File: src/rtl/ps2_host_tx.sv
// PS/2 host-to-device transmitter: inhibit, request-to-send, shift on device clock, ack check.
// Define PS2_HOST_TX_RETRY_EN to retry a failed frame up to twice and expose retry_cnt.
module ps2_host_tx #(
  parameter int INHIBIT_CYCLES = 5000,
  parameter int REQ_CYCLES     = 8,
  parameter int TIMEOUT_CYCLES = 750000
) (
  input  logic       clk,
  input  logic       resetn,
  input  logic       ps2_clk,
  input  logic       ps2_data,
  input  logic       tx_valid,
  input  logic [7:0] tx_data,
  output logic       ps2_clk_oe,
  output logic       ps2_data_oe,
  output logic       busy,
  output logic       done,
  output logic       error
`ifdef PS2_HOST_TX_RETRY_EN
  ,
  output logic [1:0] retry_cnt
`endif
);

  localparam int MAX_A = (INHIBIT_CYCLES > REQ_CYCLES) ? INHIBIT_CYCLES : REQ_CYCLES;
  localparam int MAX_C = (MAX_A > TIMEOUT_CYCLES) ? MAX_A : TIMEOUT_CYCLES;
  localparam int CW    = $clog2(MAX_C + 1);

  localparam logic [CW-1:0] INH_LAST = CW'(INHIBIT_CYCLES - 1);
  localparam logic [CW-1:0] REQ_LAST = CW'(REQ_CYCLES - 1);
  localparam logic [CW-1:0] TO_LAST  = CW'(TIMEOUT_CYCLES - 1);

  localparam logic [2:0] S_IDLE    = 3'd0;
  localparam logic [2:0] S_INHIBIT = 3'd1;
  localparam logic [2:0] S_REQ     = 3'd2;
  localparam logic [2:0] S_SHIFT   = 3'd3;
  localparam logic [2:0] S_WAIT    = 3'd4;

  logic [2:0]    state;
  logic [CW-1:0] cnt;
  logic [3:0]    bitcnt;
  logic [7:0]    byte_q;
  logic          parity;
  logic          shift_oe;
  logic          ack;
  logic [2:0]    clk_sync;
  logic [2:0]    data_sync;
  logic          clk_last;
  logic          fall;
  logic          tmo;
  logic          idle_ok;
  logic          fail_now;

  // Synchronisers idle high so a reset never fabricates a falling edge.
  always_ff @(posedge clk or negedge resetn) begin
    if (!resetn) begin
      clk_sync  <= 3'b111;
      data_sync <= 3'b111;
      clk_last  <= 1'b1;
    end else begin
      clk_sync  <= {clk_sync[1:0], ps2_clk};
      data_sync <= {data_sync[1:0], ps2_data};
      clk_last  <= clk_sync[2];
    end
  end

  assign fall = clk_last & ~clk_sync[2];

  always_comb begin
    tmo      = ((state == S_SHIFT) || (state == S_WAIT)) && (cnt == TO_LAST);
    idle_ok  = (state == S_WAIT) && clk_sync[2] && data_sync[2];
    fail_now = tmo || (idle_ok && !ack);
  end

  // Line drive is decoded from state so an async reset releases the pads at once.
  assign busy        = (state != S_IDLE);
  assign ps2_clk_oe  = (state == S_INHIBIT) || (state == S_REQ);
  assign ps2_data_oe = (state == S_REQ) || ((state == S_SHIFT) && shift_oe);

  always_ff @(posedge clk or negedge resetn) begin
    if (!resetn) begin
      state    <= S_IDLE;
      cnt      <= '0;
      bitcnt   <= '0;
      byte_q   <= '0;
      parity   <= 1'b0;
      shift_oe <= 1'b0;
      ack      <= 1'b0;
      done     <= 1'b0;
      error    <= 1'b0;
`ifdef PS2_HOST_TX_RETRY_EN
      retry_cnt <= '0;
`endif
    end else begin
      done  <= 1'b0;
      error <= 1'b0;
      case (state)
        S_IDLE: begin
          if (tx_valid) begin
            byte_q <= tx_data;
            parity <= ~^tx_data;
            cnt    <= '0;
            state  <= S_INHIBIT;
`ifdef PS2_HOST_TX_RETRY_EN
            retry_cnt <= '0;
`endif
          end
        end
        S_INHIBIT: begin
          if (cnt == INH_LAST) begin
            cnt   <= '0;
            state <= S_REQ;
          end else begin
            cnt <= cnt + CW'(1);
          end
        end
        S_REQ: begin
          if (cnt == REQ_LAST) begin
            cnt      <= '0;
            bitcnt   <= '0;
            shift_oe <= 1'b1;
            state    <= S_SHIFT;
          end else begin
            cnt <= cnt + CW'(1);
          end
        end
        S_SHIFT, S_WAIT: begin
          cnt <= cnt + CW'(1);
          if (fail_now) begin
`ifdef PS2_HOST_TX_RETRY_EN
            if (retry_cnt != 2'd2) begin
              retry_cnt <= retry_cnt + 2'd1;
              cnt       <= '0;
              state     <= S_INHIBIT;
            end else begin
              error <= 1'b1;
              state <= S_IDLE;
            end
`else
            error <= 1'b1;
            state <= S_IDLE;
`endif
          end else if (idle_ok) begin
            done  <= 1'b1;
            state <= S_IDLE;
          end else if ((state == S_SHIFT) && fall) begin
            // Falls 1..8 data LSB first, 9 parity, 10 stop, 11 ack sample.
            bitcnt <= bitcnt + 4'd1;
            if (bitcnt < 4'd8) begin
              shift_oe <= ~byte_q[bitcnt[2:0]];
            end else if (bitcnt == 4'd8) begin
              shift_oe <= ~parity;
            end else if (bitcnt == 4'd9) begin
              shift_oe <= 1'b0;
            end else begin
              ack   <= ~data_sync[2];
              state <= S_WAIT;
            end
          end
        end
        default: state <= S_IDLE;
      endcase
    end
  end

endmodule

File: config.mk
export PLATFORM = sky130hd
export DESIGN_NAME = ps2_host_tx
export DESIGN_NICKNAME = d
export VERILOG_FILES = /design/src/rtl/ps2_host_tx.sv
export SDC_FILE = /design/constraint.sdc
export NUM_CORES = 1
export LEC_CHECK = 0
export CAP_MARGIN = 20
export CORE_MARGIN = 3
export CORE_UTILIZATION = 40
export DETAILED_ROUTE_END_ITERATION = 8
export DONT_BUFFER_PORTS = 1
export SYNTH_ARGS = -nofsm -noshare
export SYNTH_HDL_FRONTEND = slang
export SYNTH_SLANG_ARGS = --single-unit
export TNS_END_PERCENT = 20
File: constraint.sdc
create_clock -name clk -period 2.6 [get_ports clk]
set_clock_uncertainty 0.1 [all_clocks]
set_input_delay 0.26 -clock clk [delete_from_list [all_inputs] [get_ports clk]]
set_output_delay 0.26 -clock clk [all_outputs]
set_load 0.05 [all_outputs]
# == After elaboration in Yosys (flattened, before gate mapping) ==
# Index checks and enable logic that the tools add are counted.
# word_totals
input_bits,13
rom_bits,0
memories,0
latch_bits,0
ram_bits,0
out_inout_bits,5
ff_bits,47
wordCells,103
# op_classes
eq_ne,20
bitwise_logic,10
div_mod_pow,0
n_addsub,2
multipliers,0
mux,34
shifts,0
n_lt_le_gt_ge,2
reduce_logical,23
# op_table
cell,count
20-bit case mux with 4 select lines,1
20-bit 2-to-1 mux,3
3-bit 2-to-1 mux,9
"20-bit by 1-bit adder with 20-bit output, second input constant",1
"20-bit by 13-bit == test with 1-bit output, second input constant",1
"20-bit == test, second input constant",1
"20-bit by 3-bit == test with 1-bit output, second input constant",1
"4-bit inequality test, second input constant",5
4-bit 2-to-1 mux,4
7-bit AND reduction,2
1-bit 2-to-1 mux,13
3-bit case mux with 4 select lines,1
1-bit NOT,9
"4-bit == test, second input constant",2
"2-bit inequality test, second input constant",4
4-bit case mux with 2 select lines,1
8-bit XNOR reduction,1
"3-bit by 2-bit == test with 1-bit output, second input constant",2
1-bit logical AND,6
6-bit AND reduction,1
5-bit AND reduction,1
"4-bit by 1-bit adder with 4-bit output, second input constant",1
1-bit logical OR,4
"3-bit by 4-bit less-than comparator with 1-bit output, second input constant",1
other kinds (14),16

# == Depth between registers and ports, before layout ==
# logic_depth
ltp_word,8
depth_mapped,9
depth_no_buf,8

# == Worst setup path after synthesis ==
# No wires, ideal clock.
# synth_timing
path_kind,reg2reg
start,reg state[1]
end,reg byte_q[0]
t_required_ns,2.375
setup_slack_ns,0.323
setup_time_ns,0.125
stages_incl_launch_ff,6
arrival_time_ns,2.052
synth_period_minus_slack_ns,2.277
path_buffers,1
cell_sequence,dfrtp_1 clkbuf_1 inv_1 nand3_1 nor2_1 mux2_2
# synth_between
elab_chain_len,2
# synth_lines
item,line_no,text
"start, declared",39,logic [2:0] state;
"start signal, assigned",82,state <= S_IDLE;
"start signal, assigned",103,state <= S_INHIBIT;
"start signal, assigned",112,state <= S_REQ;
3-bit logical NOT,97,case (state)
2-bit AND reduction (no source line),n/a,
"end signal, assigned",100,byte_q <= tx_data;
"end, declared",42,logic [7:0] byte_q;
# No other way between the ends.
# A chain may end at the register's enable or synchronous reset.

# == Worst setup path in the final report ==
# layout_timing
start,reg cnt[0]
end,reg shift_oe
# layout_between
elab_chain_len,5
word_cells_on_any_way,7
classes_between,eq/ne (4); reduce/logical (3)
# layout_lines
item,line_no,text
"start, declared",40,logic [CW-1:0] cnt;
"start signal, assigned",114,cnt <= cnt + CW'(1);
"start signal, assigned",124,cnt <= cnt + CW'(1);
"start signal, assigned",128,cnt <= cnt + CW'(1);
20-bit == test,70,tmo = ((state == S_SHIFT) || (state == S_WAIT)) && (cnt == TO_LAST);
1-bit logical AND,70,
1-bit logical OR,72,fail_now = tmo || (idle_ok && !ack);
2-bit inequality test (no source line),n/a,
6-bit AND reduction (no source line) *,n/a,
"end signal, assigned",150,shift_oe <= ~byte_q[bitcnt[2:0]];
"end signal, assigned",152,shift_oe <= ~parity;
"end, declared",44,logic shift_oe;
# Every way passes the cells marked *; elsewhere a longest branch is shown, timed or not.

==> impl_metrics.csv <==
group,metric,value,unit
run_status,status,"completed",
sta,whs,0.0860,ns
placed_design,postPlaceCellArea,2510,um2
placed_design,gp_congestion,0.858,
floorplanning,io_pins,18,
critical_path,crit_slowest_cell,"or4_4",
final_layout,finalInstanceArea,2750,um2
global_routing,grt_max_degree,48,
flow_run,cap_violations,0,
synthesis,synth-seq-cells,47,
final_layout,areaGrowthSynthToFinish,13.0,%
critical_path,path_depth,7,
critical_path,cp-startpoint,"cnt[0]",
sta,rsz0062_at_grt,"false",
synthesis,ys_seq_area_frac,0.488,
critical_path,reg2reg_slack,0.29,ns
sta,min_period_over_period,0.889,
final_layout,drive_gt1_frac,0.140,
final_layout,final_cells,322,
critical_path,path_max_fanout,14,
synthesis,yosysTopAreaCell,"dfrtp_1",
sta,setup_violations,0,
sta,worst-slew-pin-transition,0.494,ns
floorplanning,fp.dieArea,7050,um2
synthesis,async_reset_ff_frac,1.00,
clock_tree,postCtsHoldBufs,12,
route,vias,1774,
synthesis,yosysUniqueCellTypes,49,
synthesis,synth_edf_count,0,
clock_tree,cts-root-buf,"clkbuf_8",
clock_tree,cts.sinks,47,
floorplanning,start_util,0.428,
critical_path,crit_path_end,"shift_oe",
sta,setup_slack,0.289,ns
critical_path,cp_top_family,"simple AND/OR/NAND/NOR gates",
global_routing,antenna_found_initial,0,
route,detail-route-antenna-nets,0,
placed_design,place_inst,302,
clock_tree,htree_levels,2,
sta,slew_violations,0,
synthesis,yosys-top-cells-count,"dfrtp_1 (40), nor2_1 (32), nand2_1 (17)",
clock_tree,clockBufferDepth,2,
synthesis,synth_top_area_frac,0.412,
critical_path,worst_ep_required_time,2.71,ns
hold_path,hp-start,"tx_valid",
critical_path,worstReg2RegEnd,"shift_oe",
power,ir_worst_vdd,0.302,mV
synthesis,synth.most_common_cell,"dfrtp_1",
critical_path,startpoint_type,"register",
sta,min_period,2.31,ns
final_layout,nets,266,
sta,finalSetupTns,0,ns
sta,slew_headroom,0.666,
critical_path,crit_chain,"ha_1, nor4b_4, nand2b_1, or4_4, o221ai_4, nor2_1, o22a_1",
final_layout,diodes,0,
sta,hold_viol,0,
route,drt-total-wl,4740,um
floorplanning,row_count,27,
synthesis,synth_warnings,0,
route,drc,0,
critical_path,r2r_start,"cnt[0]",
route,drt_iter0_markers,77,
hold_path,hold_class,"in2reg",
global_routing,gr-usage-all-layers,0.146,
synthesis,synth_ff_type,"dfrtp_1",
floorplanning,coreArea,5680,um2
critical_path,criticalPathCategory,"reg2reg",
synthesis,syn_nets,250,
critical_path,critPathBufInv,0,
critical_path,arrival,2.42,ns
placed_design,io_buffers,0,
placed_design,dp_hpwl,3300,um
global_routing,overflow,0,
clock_tree,clkTransAtPathRegs,0.10,ns
critical_path,cp-end-kind,"register",
route,wl_per_cell,14.7,um
route,dr.pass1.iters,4,
sta,max_freq,0.433,GHz
critical_path,r2r_cells,7,
clock_tree,numCtsBuffers,5,
power,power.density,474,nW/um2
clock_tree,postCtsSetupRepairBufs,0,
global_routing,grt_pass1_wl,8300,um
synthesis,synth_area_leaders,"dfrtp_1 (41%), dfstp_2 (7.6%), xnor2_1 (5.0%)",
placed_design,pre_cts_ws,0.287,ns
synthesis,synth.avg_cell_area,10.4,um2
synthesis,syn-cell-area,2430,um2
synthesis,synthCells,233,
floorplanning,die_y,83.9,um
clock_tree,cts_tree,"done",
route,via_per_inst,5.51,
critical_path,worst_path_largest_cell_delay,0.63,ns
power,p_leak,1.14,nW
floorplanning,chipWidth,83.9,um
clock_tree,clk_latency,0.30,ns
global_routing,grt_pass1_vias,1711,
clock_tree,ctsResizeCount,0,
[where the power goes]
part	leakage (nW)	total [mW]	internal (mW)	switching (mW)
logic	0.491	0.0688	0.0385	0.0303
clock network	0.0467	0.473	0.200	0.274
registers	0.603	0.758	0.750	0.00785
[registers in the layout (all words and copies together) (netlist names)]
name	flops
cnt	20
byte_q	8
bitcnt	4
clk_sync	3
data_sync	3
state	3
ack	1
clk_last	1
done	1
error	1
parity	1
shift_oe	1
[logic make-up (layout without fill, tap and decap cells)]
kind of cell | Yosys count | after routing | share of synthesized area
fa+ha+maj | 4 | 4 | 0.0206
flops | 47 | 47 | 0.488
simple gates | 101 | 101 | 0.218
buf+inv | 14 | 31 | 0.0268
compound gates | 30 | 30 | 0.0932
xor+xnor | 26 | 26 | 0.0937
mux | 11 | 11 | 0.0602
[cell type report]
class	count	area, um2
clock inverter	3	27.5
timing repair buffer	16	168
sequential	47	1180
tap	72	90.1
inverter	7	26.3
clock buffer	5	68.8
fill	546	2930
multi-input combinational	172	1180
[worst min path at each step]
| stage | endpoint | slack [ns] | cells past startpoint |
|---|---|---|---|
| 2_1_floorplan | ack | -0.14 | 0 |
| 3_3_place_gp | byte_q[3] | -0.13 | 0 |
| 3_5_place_dp | byte_q[3] | -0.13 | 0 |
| 4_1_cts | state[0] | 0.08 | 2 |
| 5_1_grt | state[0] | 0.1 | 2 |
| 6_report | state[0] | 0.09 | 2 |
[metal layers]
layer  share of wire  up-vias  GRT usage  wire [um]
li1                -      858          -          -
met1            0.49      876      0.209       2340
met2            0.47       34      0.219       2210
met5               0        -          0          0
met4           0.011        0     0.0395         51
met3           0.030        6     0.0355        143
[through the flow]
step	power, mW	utilization
5_1_grt	1.36	0.484
3_3_place_gp	0.807	0.442
2_1_floorplan	0.802	-
4_1_cts	1.33	0.484
3_5_place_dp	0.808	0.442
6_report	1.30	0.484
[placed cells by master (no fill, tap or decap), drive strengths merged, types with 2 or more instances in the layout]
cell type	Yosys	final
xnor2	14	14
dlygate4sd3	0	11
clkbuf	4	5
nor3	6	6
ha	4	4
xor2	12	12
a21oi	4	4
nor3b	2	2
a22o	2	2
nand3	16	16
o31ai	4	4
o21a	2	2
nor2	33	33
or4	3	3
mux4	2	2
mux2	9	9
o21ai	8	8
and3	2	2
and4	3	3
dfrtp	40	40
nand2	17	17
o311ai	2	2
nand4	8	8
buf	3	5
dfstp	7	7
inv	7	9
nor4b	2	2
(Power assumes the default switching activity.)
